$ cat src/rtl/trng_aes_arb.sv
// Round-robin arbiter sharing one AES core between the CTR-DRBG engine (r0) and the
// conditioner (r1); abandoned operations are drained so stale results never leak.
module trng_aes_arb #(
    parameter logic [15:0] TIMEOUT = 16'd1024
) (
    input  logic         clk,
    input  logic         rst,
    input  logic         flush,
    input  logic         r0_req,
    input  logic [127:0] r0_key,
    input  logic [127:0] r0_text,
    input  logic         r0_sel,
    input  logic         r1_req,
    input  logic [127:0] r1_key,
    input  logic [127:0] r1_text,
    input  logic         r1_sel,
    output logic         r0_gnt,
    output logic         r1_gnt,
    output logic         r0_done,
    output logic         r1_done,
    output logic         r0_err,
    output logic         r1_err,
    output logic [255:0] rdata,
    output logic         aes_start,
    output logic [127:0] aes_key,
    output logic [127:0] aes_text_in,
    output logic         aes_sel,
    input  logic         aes_done,
    input  logic [255:0] aes_text_out,
    output logic         busy,
    output logic         gnt_id
);

    typedef enum logic [2:0] {IDLE, ISSUE, WAIT, RESP, DRAIN} state_t;

    localparam logic [15:0] TMAX = TIMEOUT - 16'd1;

    state_t        state_q, state_d;
    logic          last_gnt_q, last_gnt_d;
    logic [15:0]   timer_q, timer_d;
    logic [1:0]    gnt_q, gnt_d;
    logic [1:0]    done_q, done_d;
    logic [1:0]    err_q, err_d;
    logic          aes_start_q, aes_start_d;
    logic [127:0]  aes_key_q, aes_key_d;
    logic [127:0]  aes_text_q, aes_text_d;
    logic          aes_sel_q, aes_sel_d;
    logic [255:0]  rdata_q, rdata_d;
    logic          gnt_id_q, gnt_id_d;
    logic          busy_q, busy_d;

    logic          win;
    logic          timed_out;
    logic [15:0]   timer_hold;
    logic [1:0]    owner_onehot;

    always_comb begin
        state_d      = state_q;
        last_gnt_d   = last_gnt_q;
        timer_d      = timer_q;
        gnt_d        = 2'b00;
        done_d       = 2'b00;
        err_d        = 2'b00;
        aes_start_d  = 1'b0;
        aes_key_d    = aes_key_q;
        aes_text_d   = aes_text_q;
        aes_sel_d    = aes_sel_q;
        rdata_d      = rdata_q;
        gnt_id_d     = gnt_id_q;

        // On a tie the requester that did not finish last wins.
        win          = (r0_req && r1_req) ? ~last_gnt_q : r1_req;
        timed_out    = (timer_q == TMAX);
        // Under a held flush the timer parks at the limit instead of wrapping.
        timer_hold   = timed_out ? timer_q : timer_q + 16'd1;
        owner_onehot = gnt_id_q ? 2'b10 : 2'b01;

        case (state_q)
            IDLE: begin
                if (!flush && (r0_req || r1_req)) begin
                    state_d     = ISSUE;
                    gnt_id_d    = win;
                    gnt_d       = win ? 2'b10 : 2'b01;
                    aes_start_d = 1'b1;
                    aes_key_d   = win ? r1_key  : r0_key;
                    aes_text_d  = win ? r1_text : r0_text;
                    aes_sel_d   = win ? r1_sel  : r0_sel;
                end
            end
            ISSUE: begin
                timer_d = 16'd0;
                state_d = flush ? DRAIN : WAIT;
            end
            WAIT: begin
                if (flush) begin
                    state_d = DRAIN;
                    timer_d = timer_hold;
                end else if (aes_done) begin
                    state_d    = RESP;
                    rdata_d    = aes_text_out;
                    last_gnt_d = gnt_id_q;
                    done_d     = owner_onehot;
                end else if (timed_out) begin
                    state_d    = RESP;
                    last_gnt_d = gnt_id_q;
                    done_d     = owner_onehot;
                    err_d      = owner_onehot;
                end else begin
                    timer_d = timer_q + 16'd1;
                end
            end
            RESP: begin
                state_d = IDLE;
            end
            DRAIN: begin
                if (flush) begin
                    timer_d = timer_hold;
                end else if (aes_done || timed_out) begin
                    state_d = IDLE;
                end else begin
                    timer_d = timer_q + 16'd1;
                end
            end
            default: begin
                state_d = IDLE;
            end
        endcase

        busy_d = (state_d != IDLE);
    end

    always_ff @(posedge clk) begin
        if (rst) begin
            state_q     <= IDLE;
            last_gnt_q  <= 1'b1;
            timer_q     <= 16'd0;
            gnt_q       <= 2'b00;
            done_q      <= 2'b00;
            err_q       <= 2'b00;
            aes_start_q <= 1'b0;
            aes_key_q   <= '0;
            aes_text_q  <= '0;
            aes_sel_q   <= 1'b0;
            rdata_q     <= '0;
            gnt_id_q    <= 1'b0;
            busy_q      <= 1'b0;
        end else begin
            state_q     <= state_d;
            last_gnt_q  <= last_gnt_d;
            timer_q     <= timer_d;
            gnt_q       <= gnt_d;
            done_q      <= done_d;
            err_q       <= err_d;
            aes_start_q <= aes_start_d;
            aes_key_q   <= aes_key_d;
            aes_text_q  <= aes_text_d;
            aes_sel_q   <= aes_sel_d;
            rdata_q     <= rdata_d;
            gnt_id_q    <= gnt_id_d;
            busy_q      <= busy_d;
        end
    end

    assign r0_gnt      = gnt_q[0];
    assign r1_gnt      = gnt_q[1];
    assign r0_done     = done_q[0];
    assign r1_done     = done_q[1];
    assign r0_err      = err_q[0];
    assign r1_err      = err_q[1];
    assign rdata       = rdata_q;
    assign aes_start   = aes_start_q;
    assign aes_key     = aes_key_q;
    assign aes_text_in = aes_text_q;
    assign aes_sel     = aes_sel_q;
    assign gnt_id      = gnt_id_q;
    assign busy        = busy_q;

endmodule

$ cat config.mk
export PLATFORM = sky130hd
export DESIGN_NAME = trng_aes_arb
export DESIGN_NICKNAME = d
export VERILOG_FILES = /design/src/rtl/trng_aes_arb.sv
export SDC_FILE = /design/constraint.sdc
export NUM_CORES = 1
export LEC_CHECK = 0
export CAP_MARGIN = 20
export CORE_AREA = 2 2 503 505
export CTS_BUF_LIST = sky130_fd_sc_hd__clkbuf_16
export DETAILED_ROUTE_END_ITERATION = 8
export DIE_AREA = 0 0 505 507
export PLACE_DENSITY_LB_ADDON = 0.2
export SLEW_MARGIN = 20
export SYNTH_ARGS = -nofsm -noshare
export SYNTH_HDL_FRONTEND = slang
export SYNTH_SLANG_ARGS = --single-unit
$ cat constraint.sdc
create_clock -name clk -period 3.15 [get_ports clk]
set_clock_uncertainty 0.15 [all_clocks]
set_input_delay 0.945 -clock clk [delete_from_list [all_inputs] [get_ports clk]]
set_output_delay 0.945 -clock clk [all_outputs]
set_load 0.05 [all_outputs]
; ---- After elaboration in Yosys (flattened, before gate mapping)
; Cells that the tools add are included.
[classes]
addsub = 1
n_bitwise = 5
n_mux = 25
n_eq_ne = 6
n_reduce_logical = 17
[ops]
columns = operator, count
row1 = 128-bit 2-to-1 mux, 2
row2 = 16-bit 2-to-1 mux, 5
row3 = 16-bit one-hot mux with 3 select lines, 1
row4 = 3-bit 2-to-1 mux, 7
row5 = "16-bit by 1-bit adder with 16-bit output, second input constant", 1
row6 = "16-bit by 10-bit == test with 1-bit output, second input constant", 1
row7 = 3-bit one-hot mux with 4 select lines, 1
row8 = 3-bit AND reduction, 3
row9 = 2-bit 2-to-1 mux, 4
row10 = "3-bit != test, second input constant", 2
row11 = 3-bit nonzero test, 2
row12 = 3-bit OR reduction, 2
row13 = 1-bit 2-to-1 mux, 5
row14 = 1-bit inverter, 5
row15 = 4-bit OR reduction, 1
row16 = "3-bit by 1-bit == test with 1-bit output, second input constant", 1
row17 = "3-bit by 2-bit == test with 1-bit output, second input constant", 1
row18 = "3-bit == test, second input constant", 1
row19 = 3-bit logical NOT, 1
row20 = 1-bit logical AND, 2
row21 = 1-bit logical OR, 2
row22 = 2-bit AND reduction, 1
row23 = 2-bit nonzero test, 1
row24 = 2-bit OR reduction, 1
row25 = 1-bit logical NOT, 1
[totals]
output_inout_bits = 522
register_bits = 542
word_cells = 67

; ---- Longest topological paths before layout
[depth]
ltp_word = 6
ltp_mapped = 8
ltp_nobuf = 5

; ---- Worst setup path before layout
; OpenSTA, ideal clock, no wires.
[synth_timing]
kind = input port to flip-flop
startpoint = input port flush
endpoint = register aes_key_q[0] (netlist: aes_key[0])
setup_slack_ns = 0.570
arrival_time_ns = 2.339
path_stages = 8
setup_time_ns = 0.091
path_buffers = 4
cell_sequence = buf_2 -> nor4_1 -> o21a_1 -> buf_2 -> buf_2 -> buf_2 -> nor2_1 -> a311oi_1
[synth_between]
elab_chain_cells = 3
[synth_rtl]
columns = item, line
row1 = from (decl), 8  ; input logic flush,
row2 = 1-bit logical NOT, 80  ; if (!flush && (r0_req || r1_req)) begin
row3 = 1-bit logical AND, 80
row4 = 2-bit AND reduction (no source line), -
row5 = to (signal assigned), 155  ; aes_key_q <= aes_key_d;
row6 = to (decl), 45  ; logic [127:0] aes_key_q, aes_key_d;
; Every way passes these cells.
; A chain may end at the register's enable or synchronous reset.

; ---- Final worst setup path
[layout_timing]
startpoint = register aes_text_q[65] (netlist: aes_text_in[65])
endpoint = output port aes_text_in[65]
[layout_rtl]
columns = item, line
row1 = from (decl), 46  ; logic [127:0] aes_text_q, aes_text_d;
row2 = from (signal assigned), 156  ; aes_text_q <= aes_text_d;
row3 = to (decl), 26  ; output logic [127:0] aes_text_in,
; No word-level cell between the ends.

==> metrics.md <==
| Metric | Value |
|---|---|
| Syn Inst Count | about 2,700 |
| Worst Hold Depth | 2 |
| DRC | 0 |
| Mapped Avg Cell Area | 7.778 um2 |
| Synth top area cells | dfxtp_1 51%, nand2_1 19%, a311oi_1 11% |
| Leading area contributor after synthesis | dfxtp_1 |
| Setup TNS Final | 0 ps |
| Outcome | complete, no violations |
| NumNets Final | around 4,800 |
| WL/cell | 23.09 um |
| Die X | 505 um |
| EDFF count, synth | 0 |
| Synth warn | 0 |
| Reg2reg start | state_q[0] |
| Hold_buf cts | 0 |
| First-pass GRT wire length | about 230,000 um |
| Beginning of the critical path | aes_text_in[65] |
| Fraction of registers with async set/reset | 0% |
| Crit Path Class | flop to output pin |
| Crit share post-route | 97.09% |
| Initial Util | 8.425% |
| Area Growth Syn to Fin | 95.11% |
| Grt total ovfl | 0 |
| Ys flop type | dfxtp_1 |
| Number of max-cap violations | 0 |
| Core area | around 250,000 um2 |
| Area of the multi-input gates | slightly above 9000 um2 |
| Buffer depth of the longest clock path | 3 |
| # resized after CTS | between 70 and 80 |
| Number of buffers added on ports | approximately 1,300 |
| Commonest non-fill, non-tap cells in the layout | 1,186 x clkdlybuf4s50_1, 1,039 x nand2_1, 542 x dfxtp_1 |
| CP Launch Type | flop |
| CTS Buf Count | a little under 80 |
| Top delay family on crit path | buffers and inverters |
| Synth top area share | 51.42% |
| Most common cell after layout, fill and taps aside | clkdlybuf4s50_1 |
| GR Util All Layers | about an eighth |
| CP endpoint | aes_text_in[65] |
| Post-synth cell types | 52 |
| Placer congestion estimate | about 0.86 |
| Largest net degree at the start of global routing | between 80 and 90 |
| Final hold violations | 0 |
| Critical path depth in cells | 1 |
| Layout fillers | 28,597 |
| CP Data Required Time | ~2100 ps |
| Share of cells above drive strength 1 | 7.482% |
| CTS Root Cell | clkbuf_16 |
| Critical path fanouts, max | 2 |
| Clk_lat worst skew | around 700 ps |
| Slowest cell on the critical path | clkdlybuf4s50_1 |
| Bufs and invs on worst path | 1 |
| # rows | roughly 180 |
| Die height | about 510 um |
| Antenna-violating nets left | 0 |
| Detailed Place HPWL | 142,200 um |
| Die area | around 260,000 um2 |
| Syn Nets | around 3,500 |
| Crit. End Element | output pin |
| Crit path DAT | roughly 2000 ps |
| Worst-case reg-to-reg path depth | 7 |
| RSZ-0062 raised after global routing | no |
| PwrDens | 505.4 nW/um2 |
| Worst Tran Pin Value | 699.9 ps |
| Worst reg2reg path endpoint | aes_text_in[92] |
| H-tree Lvls | 3 |
| Number of synthesized register bits | ~540 |
| Sequence of cells on the critical path | clkdlybuf4s50_1 |
| Number of antenna violations at the first check in global routing | 83 |
| Reg area | about 11,000 um2 |
| Setup Viol. Count Final | 0 |
| Reg clk slew, reported paths | 60 ps |
| Detailed Routing Iterations Pass 1 | 5 |
| CTS sink count | between 500 and 600 |
| Vias per cell | between 3 and 4 |
| Flop2flop setup slack | 560 ps |
| Dpl cells | between 7,000 and 8,000 |
| Peak VDD IR | around 0.41 mV |
| CP peak stage delay | 850 ps |
| Routed WL | around 170,000 um |
| Worst Hold Class | flop to flop |
| Max-slew violation count | 0 |
| I/O pin cnt | between 1,000 and 1,500 |
| Register area share after synthesis | 51.42% |
| Fin cells | ~7,400 |
| Relative slew slack | between 50% and 60% |
| Power Total | around 21 mW |
| Maximum clock frequency | approximately 0.33 GHz |
| Via count | roughly 25,000 |
| Vias in the first global route | 25,153 |
| Min cycle time layout | between 3000 and 4000 ps |
| Post-CTS setup buffers | 0 |
| CTS tree | yes |
| Synth Cell Area | roughly 21,000 um2 |
| P_leak | 14.32 nW |
| DRT iter0 DRCs | 1,180 |
-- cells by family (layout without fill, tap and decap cells) --
logic type | after synthesis | after routing | share of synthesized area [%]
simple gates | 1359 | 1359 | 24.95
compound gates | 565 | 565 | 18.57
flops | 542 | 542 | 51.42
buf+inv | 241 | 1591 | 4.779
xor+xnor | 3 | 3 | 0.1245
mux | 2 | 2 | 0.1008
fa+ha+maj | 1 | 1 | 0.05928
other cells | 0 | 9 | 0
-- flip-flops by register name, summed over array words and instances, names as in the netlist --
name         count
rdata          256
aes_key        128
aes_text_in    128
timer_q         16
state_q          3
done_q           2
err_q            2
gnt_q            2
aes_sel          1
aes_start        1
busy             1
gnt_id           1
last_gnt_q       1
-- cells in the mapped netlist (all sizes together) (3+ instances only) --
cell type  number
a21oi         264
a2bb2oi         4
nand3           6
or4             3
nor3            6
a41oi           5
nor2          269
clkbuf        154
nor2b           3
nand2b          4
a311oi        257
nand2        1041
nand4           3
nor4            3
a211oi          5
or3             3
and3            5
and2            3
a31oi          13
xnor2           3
inv             5
dfxtp         542
nor4b           3
buf            82
-- tightest hold or removal path, delay by kind of cell, from the launching register on --
kind,cells,cell delay (ps)
AOI/OAI and AO/OA,1,50
DFF,1,300
and+or+nand+nor,1,50
-- layer usage --
layer	wire, um	GRT usage (%)	share of wire, %	up-vias
met5	125	0	0.073	-
met4	4219	3.206	2.5	20
met3	14460	4.424	8.4	264
met2	86460	23.19	50	1140
met1	66030	14.17	39	11844
li1	-	-	-	11819
-- metrics by stage --
step	hold WS, ps	worst slack [ps]	instance area, um2	util [%]
CTS	304.2	0.2940	41150	16.43
global route	316.4	7.343	41150	16.43
finish	301.5	91.57	41170	16.44
floorplan	327.9	569.9	21100	-
global placement	291.9	-487.1	38770	15.48
detailed placement	296.2	-474.3	38770	15.48
-- cell type report --
class,instances,area share (%)
timing repair buffer,1446,34.85
sequential,542,26.35
multi-input combinational,1930,22.52
tap,3348,10.17
clock buffer,79,4.801
clock inverter,61,1.200
antenna,9,0.05470
inverter,5,0.04558
-- power breakdown --
group / internal, mW / leakage, nW / total (mW) / switching (mW)
clock network: 4.93 / 1.26 / 8.78 / 3.85
registers: 7.22 / 4.42 / 7.48 / 0.260
logic: 1.89 / 8.64 / 4.55 / 2.67
-- worst min-delay path by stage --
stage / slack, ps / to / startpoint
after floorplan: 330 / timer_q[14] / timer_q[14]
after global placement: 290 / rdata[184] / rdata[184]
after detailed placement: 300 / rdata[191] / rdata[191]
after CTS: 300 / rdata[209] / rdata[209]
after global routing: 320 / rdata[157] / rdata[157]
final: 300 / rdata[210] / rdata[210]
Power figures use the tool's default switching activity.
